File: src/rtl/op_amp_array.sv
// op_amp_array: multi-channel op-amp model; offset/diff, fixed-point gain, rail clamp and slew limit.
module op_amp_array #(
  parameter int WIDTH = 16,
  parameter int CHANNELS = 2,
  parameter int GAIN_W = 8,
  parameter int FRAC = 4,
  parameter int SLEW_W = 12,
  localparam int CW = CHANNELS > 1 ? $clog2(CHANNELS) : 1
) (
  input  logic                         clk,
  input  logic                         rst_n,
  input  logic                         in_valid,
  input  logic [CHANNELS*WIDTH-1:0]    vin_p,
  input  logic [CHANNELS*WIDTH-1:0]    vin_n,
  input  logic signed [WIDTH-1:0]      vcc,
  input  logic signed [WIDTH-1:0]      vee,
  input  logic                         cfg_we,
  input  logic [CW-1:0]                cfg_ch,
  input  logic [1:0]                   cfg_mode,
  input  logic [GAIN_W-1:0]            cfg_gain,
  input  logic signed [WIDTH-1:0]      cfg_offset,
  input  logic [SLEW_W-1:0]            cfg_slew,
  output logic                         out_valid,
  output logic [CHANNELS*WIDTH-1:0]    vout,
  output logic [CHANNELS-1:0]          sat_hi,
  output logic [CHANNELS-1:0]          sat_lo
);
  localparam int DW = WIDTH + 2;
  localparam int PW = DW + GAIN_W;
  logic v1, v2, v3, bad_rails;
  assign bad_rails = vee > vcc;
  always_ff @(posedge clk or negedge rst_n)
    if (!rst_n) {v1, v2, v3, out_valid} <= '0;
    else {v1, v2, v3, out_valid} <= {in_valid, v1, v2, v3};
  for (genvar c = 0; c < CHANNELS; c++) begin : g_ch
    logic [1:0] mode, m1, m2;
    logic [GAIN_W-1:0] gain, g1;
    logic signed [WIDTH-1:0] offset, vp, vn, tc, t3, vo, tgt, nxt;
    logic [SLEW_W-1:0] slew, s1, s2, s3;
    logic signed [DW-1:0] dm, d, d1;
    logic signed [PW-1:0] prod, p, p2;
    logic signed [WIDTH:0] diff;
    logic [WIDTH:0] mag;
    logic cmp, pos, hi, lo, hold, shi, slo, h3, hi3, lo3, hi_o, lo_o;
    assign vp = vin_p[c*WIDTH +: WIDTH];
    assign vn = vin_n[c*WIDTH +: WIDTH];
    assign vout[c*WIDTH +: WIDTH] = vo;
    assign sat_hi[c] = hi_o;
    assign sat_lo[c] = lo_o;
    always_ff @(posedge clk or negedge rst_n)
      if (!rst_n) begin
        mode <= '0;
        gain <= GAIN_W'(1 << FRAC);
        offset <= '0;
        slew <= '0;
      end else if (cfg_we && cfg_ch == CW'(c)) begin
        mode <= cfg_mode;
        gain <= cfg_gain;
        offset <= cfg_offset;
        slew <= cfg_slew;
      end
    always_comb begin
      dm = mode == 2'b01 ? DW'(vp) + DW'(offset) : DW'(vp) - DW'(vn) + DW'(offset);
      d = mode == 2'b11 ? -dm : dm;
      prod = d1 * $signed({1'b0, g1});
      p = m1 == 2'b10 ? PW'(d1) : prod >>> FRAC;
      cmp = m2 == 2'b10;
      pos = !p2[PW-1] && |p2;
      hi = p2 > PW'(vcc);
      lo = p2 < PW'(vee);
      hold = !bad_rails && cmp && p2 == '0;
      tc = bad_rails ? '0 : cmp ? (pos ? vcc : vee) : hi ? vcc : lo ? vee : p2[WIDTH-1:0];
      shi = bad_rails | (!hold & hi);
      slo = bad_rails | (!hold & lo);
      tgt = h3 ? vo : t3;
      diff = (WIDTH+1)'(tgt) - (WIDTH+1)'(vo);
      mag = diff[WIDTH] ? -diff : diff;
      nxt = s3 == '0 || mag <= (WIDTH+1)'(s3) ? tgt : diff[WIDTH] ? vo - WIDTH'(s3) : vo + WIDTH'(s3);
    end
    // Comparator hold resolves against the live vout at the final edge, like slew does
    always_ff @(posedge clk or negedge rst_n)
      if (!rst_n) begin
        {d1, m1, g1, s1} <= '0;
        {p2, m2, s2} <= '0;
        {t3, h3, hi3, lo3, s3} <= '0;
        {vo, hi_o, lo_o} <= '0;
      end else begin
        if (in_valid) {d1, m1, g1, s1} <= {d, mode, gain, slew};
        if (v1) {p2, m2, s2} <= {p, m1, s1};
        if (v2) {t3, h3, hi3, lo3, s3} <= {tc, hold, shi, slo, s2};
        if (v3) {vo, hi_o, lo_o} <= {nxt, hi3, lo3};
      end
  end
endmodule

File: config.mk
export PLATFORM = sky130hd
export DESIGN_NAME = op_amp_array
export DESIGN_NICKNAME = d
export VERILOG_FILES = /design/src/rtl/op_amp_array.sv
export SDC_FILE = /design/constraint.sdc
export NUM_CORES = 2
export LEC_CHECK = 0
export CORE_ASPECT_RATIO = 0.5
export CORE_UTILIZATION = 50
export DETAILED_ROUTE_END_ITERATION = 10
export MAX_ROUTING_LAYER = met4
export PLACE_DENSITY = 0.74
export SLEW_MARGIN = 20
export SYNTH_ARGS = -nofsm -noshare
export SYNTH_HDL_FRONTEND = slang
export SYNTH_SLANG_ARGS = --single-unit
File: constraint.sdc
create_clock -name clk -period 5.5 [get_ports clk]
set_input_delay 1.1 -clock clk [delete_from_list [all_inputs] [get_ports clk]]
set_output_delay 1.1 -clock clk [all_outputs]
set_load 0.05 [all_outputs]
==> metrics.md <==
| Metric | Value |
|---|---|
| Seq/Total Area, Yosys | 0.230 |
| DRT iter0 DRCs | 2149 |
| Synth cell types | 87 |
| Fin. max-slew vios | 0 |
| Post-synth top area share | 0.229 |
| Setup Skew | 0.0209 ns |
| Core area | 71000 µm² |
| Clk sinks | 330 |
| Fillers | 6170 |
| Die Footprint | 72900 µm² |
| Row count | 69 |
| Clock-pin slew of the registers on the worst-case setup and hold paths | 0.07 ns |
| Final Setup Violations | 0 |
| Highest routed layer | met4 |
| Worst endpoint data arrival time | 5.72 ns |
| Ranking of synthesized cells by area | dfrtp_1, fa_1, ha_1 |
| CTS Buffer Depth | 3 |
| Worst endpoint required time | 5.94 ns |
| Met1 WL | 44400 µm |
| Nature of the critical path endpoint | flop |
| Crit start category | flop |
| Class of the worst hold path | flop to flop |
| Final nets | 5049 |
| Layout Utilization | 0.581 |
| Hold Fails Final Rpt | 0 |
| Post-synth top area cell | dfrtp_1 |
| Status | complete, no violations |
| Synth top cells by count | inv_1, ha_1, nand2_1 |
| Warnings from Yosys | 0 |
| Post-Syn Instances | 4055 |
| Htree depth | 2 |
| Global-route wire length before repair | 158000 µm |
| Clock tree from TritonCTS | done |
| CTS Hold Bufs | 0 |
| Most frequent cell after synthesis | inv_1 |
| I/O Buffers | 175 |
| Pin count of the biggest net entering global routing | 119 |
| Critical path class | flop to flop |
| Synth Register Bits | 330 |
| Die Width | 381 µm |
| Min cycle time layout | 5.28 ns |
| Met2 WL | 46200 µm |
| Vias | 29800 |
| P&R area growth vs syn | 14.8% |
| Pre-antenna DRT Iters | 6 |
| Ys async rst share | 1.00 |
| Drt via density | 5.65 |
| Syn Area/Cell | 8.85 µm² |
| Critical Path Fanout Max | 6 |
| Drt total wl | 98300 µm |
| DIE HEIGHT | 191 µm |
| Routed Antenna Nets | 0 |
| WL met3 | 5260 µm |
| GRT Residual Overflow | 0 |
| Share of layout cells above drive strength 1 | 0.129 |
| Final GP Congestion | 0.974 |
| Initial antenna violation count | 6 |
| GRT Overall Usage | 0.276 |
| Cell Area, Synth | 35900 µm² |
| Post-detail-place hpwl | 78200 µm |
| I/O pin total | 176 |
| Root buffer cell | clkbuf_16 |
| Final Cycle Share | 0.959 |
| DR WL/cell | 18.6 µm |
| Least-Margin Pin Slew | 1.13 ns |
| Peak Freq | 190 MHz |
| Mapped Nets | 4814 |
| Latest clock arrival within the worst-skew pair | 0.57 ns |
| CTS buffer count | 36 |
| Max_cap viols | 0 |
| Post-synth top flop | dfrtp_1 |
| Max_slew headroom | 0.248 |
| Number of synthesized flops with an enable pin | 0 |
| Vias in the first global route | 29600 |
| Drt drc | 0 |
| Initial Util | 0.506 |
worst max-delay path: stages, from the launching register on:
cell and delay [ns]:
dfrtp_2 0.46, nand2_1 0.10, fa_1 0.50, fa_1 0.53
inv_1 0.04, ha_1 0.27, inv_1 0.05, fa_1 0.53
inv_1 0.06, ha_1 0.26, a21o_1 0.18, a21o_1 0.23
a2111oi_4 0.35, buf_4 0.17, o31ai_2 0.09, o211ai_1 0.29
and3b_1 0.22, o21bai_1 0.09, or2_2 0.27, nand3_1 0.09
nand2_1 0.07, mux2_2 0.27
routing by layer:
| layer | vias to the layer above | track usage |
|---|---|---|
| met5 | - | - |
| met4 | 0 | 0.0765 |
| met3 | 140 | 0.0341 |
| met2 | 837 | 0.450 |
| met1 | 14600 | 0.364 |
| li1 | 14300 | - |
repair_timing:
action                     4_1_cts  5_1_grt
setup endpoints to repair        0       51
setup buffers                    0       13
resized for setup                0       77
registers in the layout, summed over array words and instances (netlist names), 4 cells and up:
register	cells
g_ch.p2	44
g_ch.d1	36
g_ch.offset	32
g_ch.t3	32
g_ch.vo	32
g_ch.s1	24
g_ch.s2	24
g_ch.s3	24
g_ch.slew	24
g_ch.g1	16
g_ch.gain	16
g_ch.m1	4
g_ch.m2	4
g_ch.mode	4
final timing paths:
path / slack, ns / depth (start not counted) / start / end
min in group asynchronous: 0.55 / 1 / rst_n / g_ch[0].vo[14]
max in group asynchronous: 3.71 / 2 / rst_n / g_ch[1].g1[1]
min reg2reg: 0.48 / 2 / g_ch[1].s2[7] / g_ch[1].s3[7]
max: 0.22 / 21 / g_ch[1].g1[1] / g_ch[1].p2[19]
min: 0.48 / 2 / g_ch[1].s2[7] / g_ch[1].s3[7]
max reg2reg: 0.22 / 21 / g_ch[1].g1[1] / g_ch[1].p2[19]
area by class of cell:
| cell class | count | area, µm² | share of cell area |
|---|---|---|---|
| Antenna cell | 7 | 17.5 | 0.000425 |
| Sequential cell | 330 | 8290 | 0.201 |
| Tap cell | 958 | 1200 | 0.0291 |
| Inverter | 570 | 2140 | 0.0519 |
| Clock buffer | 43 | 988 | 0.0240 |
| Multi-Input combinational cell | 2991 | 25100 | 0.608 |
| Clock inverter | 23 | 265 | 0.00644 |
| Timing Repair Buffer | 361 | 3240 | 0.0786 |
per-stage QoR:
step	instance area (µm²)	TNS, ns	setup slack [ns]	hold WS [ns]	std cells
global placement	39600	0	0.0976	0.465	5197
floorplan	35900	0	0.00745	0.352	4055
detailed placement	39600	0	0.0322	0.473	5197
global route	41200	-0.0771	-0.0324	0.516	5282
CTS	40800	0	0.00702	0.487	5263
finish	41200	0	0.224	0.483	5283
cell families (layout without fill, tap and decap cells):
family	count (synthesis)	after routing	share of synthesized area
xor gates and xnor gates	199	199	0.0486
buffers and inverters	734	997	0.0783
and+or+nand+nor	1093	1093	0.149
DFF	330	330	0.230
adders and majority gates	620	620	0.271
other	0	7	0
AOI/OAI and AO/OA	866	866	0.157
muxes	213	213	0.0660
placed cells by master (no fill, tap or decap), types with 21 or more instances in the layout:
cell type and instances:
mux2i_1 21, inv_1 570, and2_1 185, clkdlybuf4s50_1 173
nand3_1 67, fa_1 260, a21oi_1 224, nand2_1 334
nor4_1 21, a211oi_1 29, clkbuf_16 37, buf_4 177
a21o_1 90, o21ai_0 190, nor2b_1 36, o32ai_1 34
nor3_1 66, nand2b_1 26, o21a_1 36, a31oi_1 38
dfrtp_1 307, nand4_1 27, xnor2_1 124, o22ai_1 35
ha_1 352, mux2_2 189, nor2_1 234, xor2_1 75
Power is left out: the tool's default activity adds up to more than one toggle a clock period on the data nets, which glitch-free logic cannot reach.
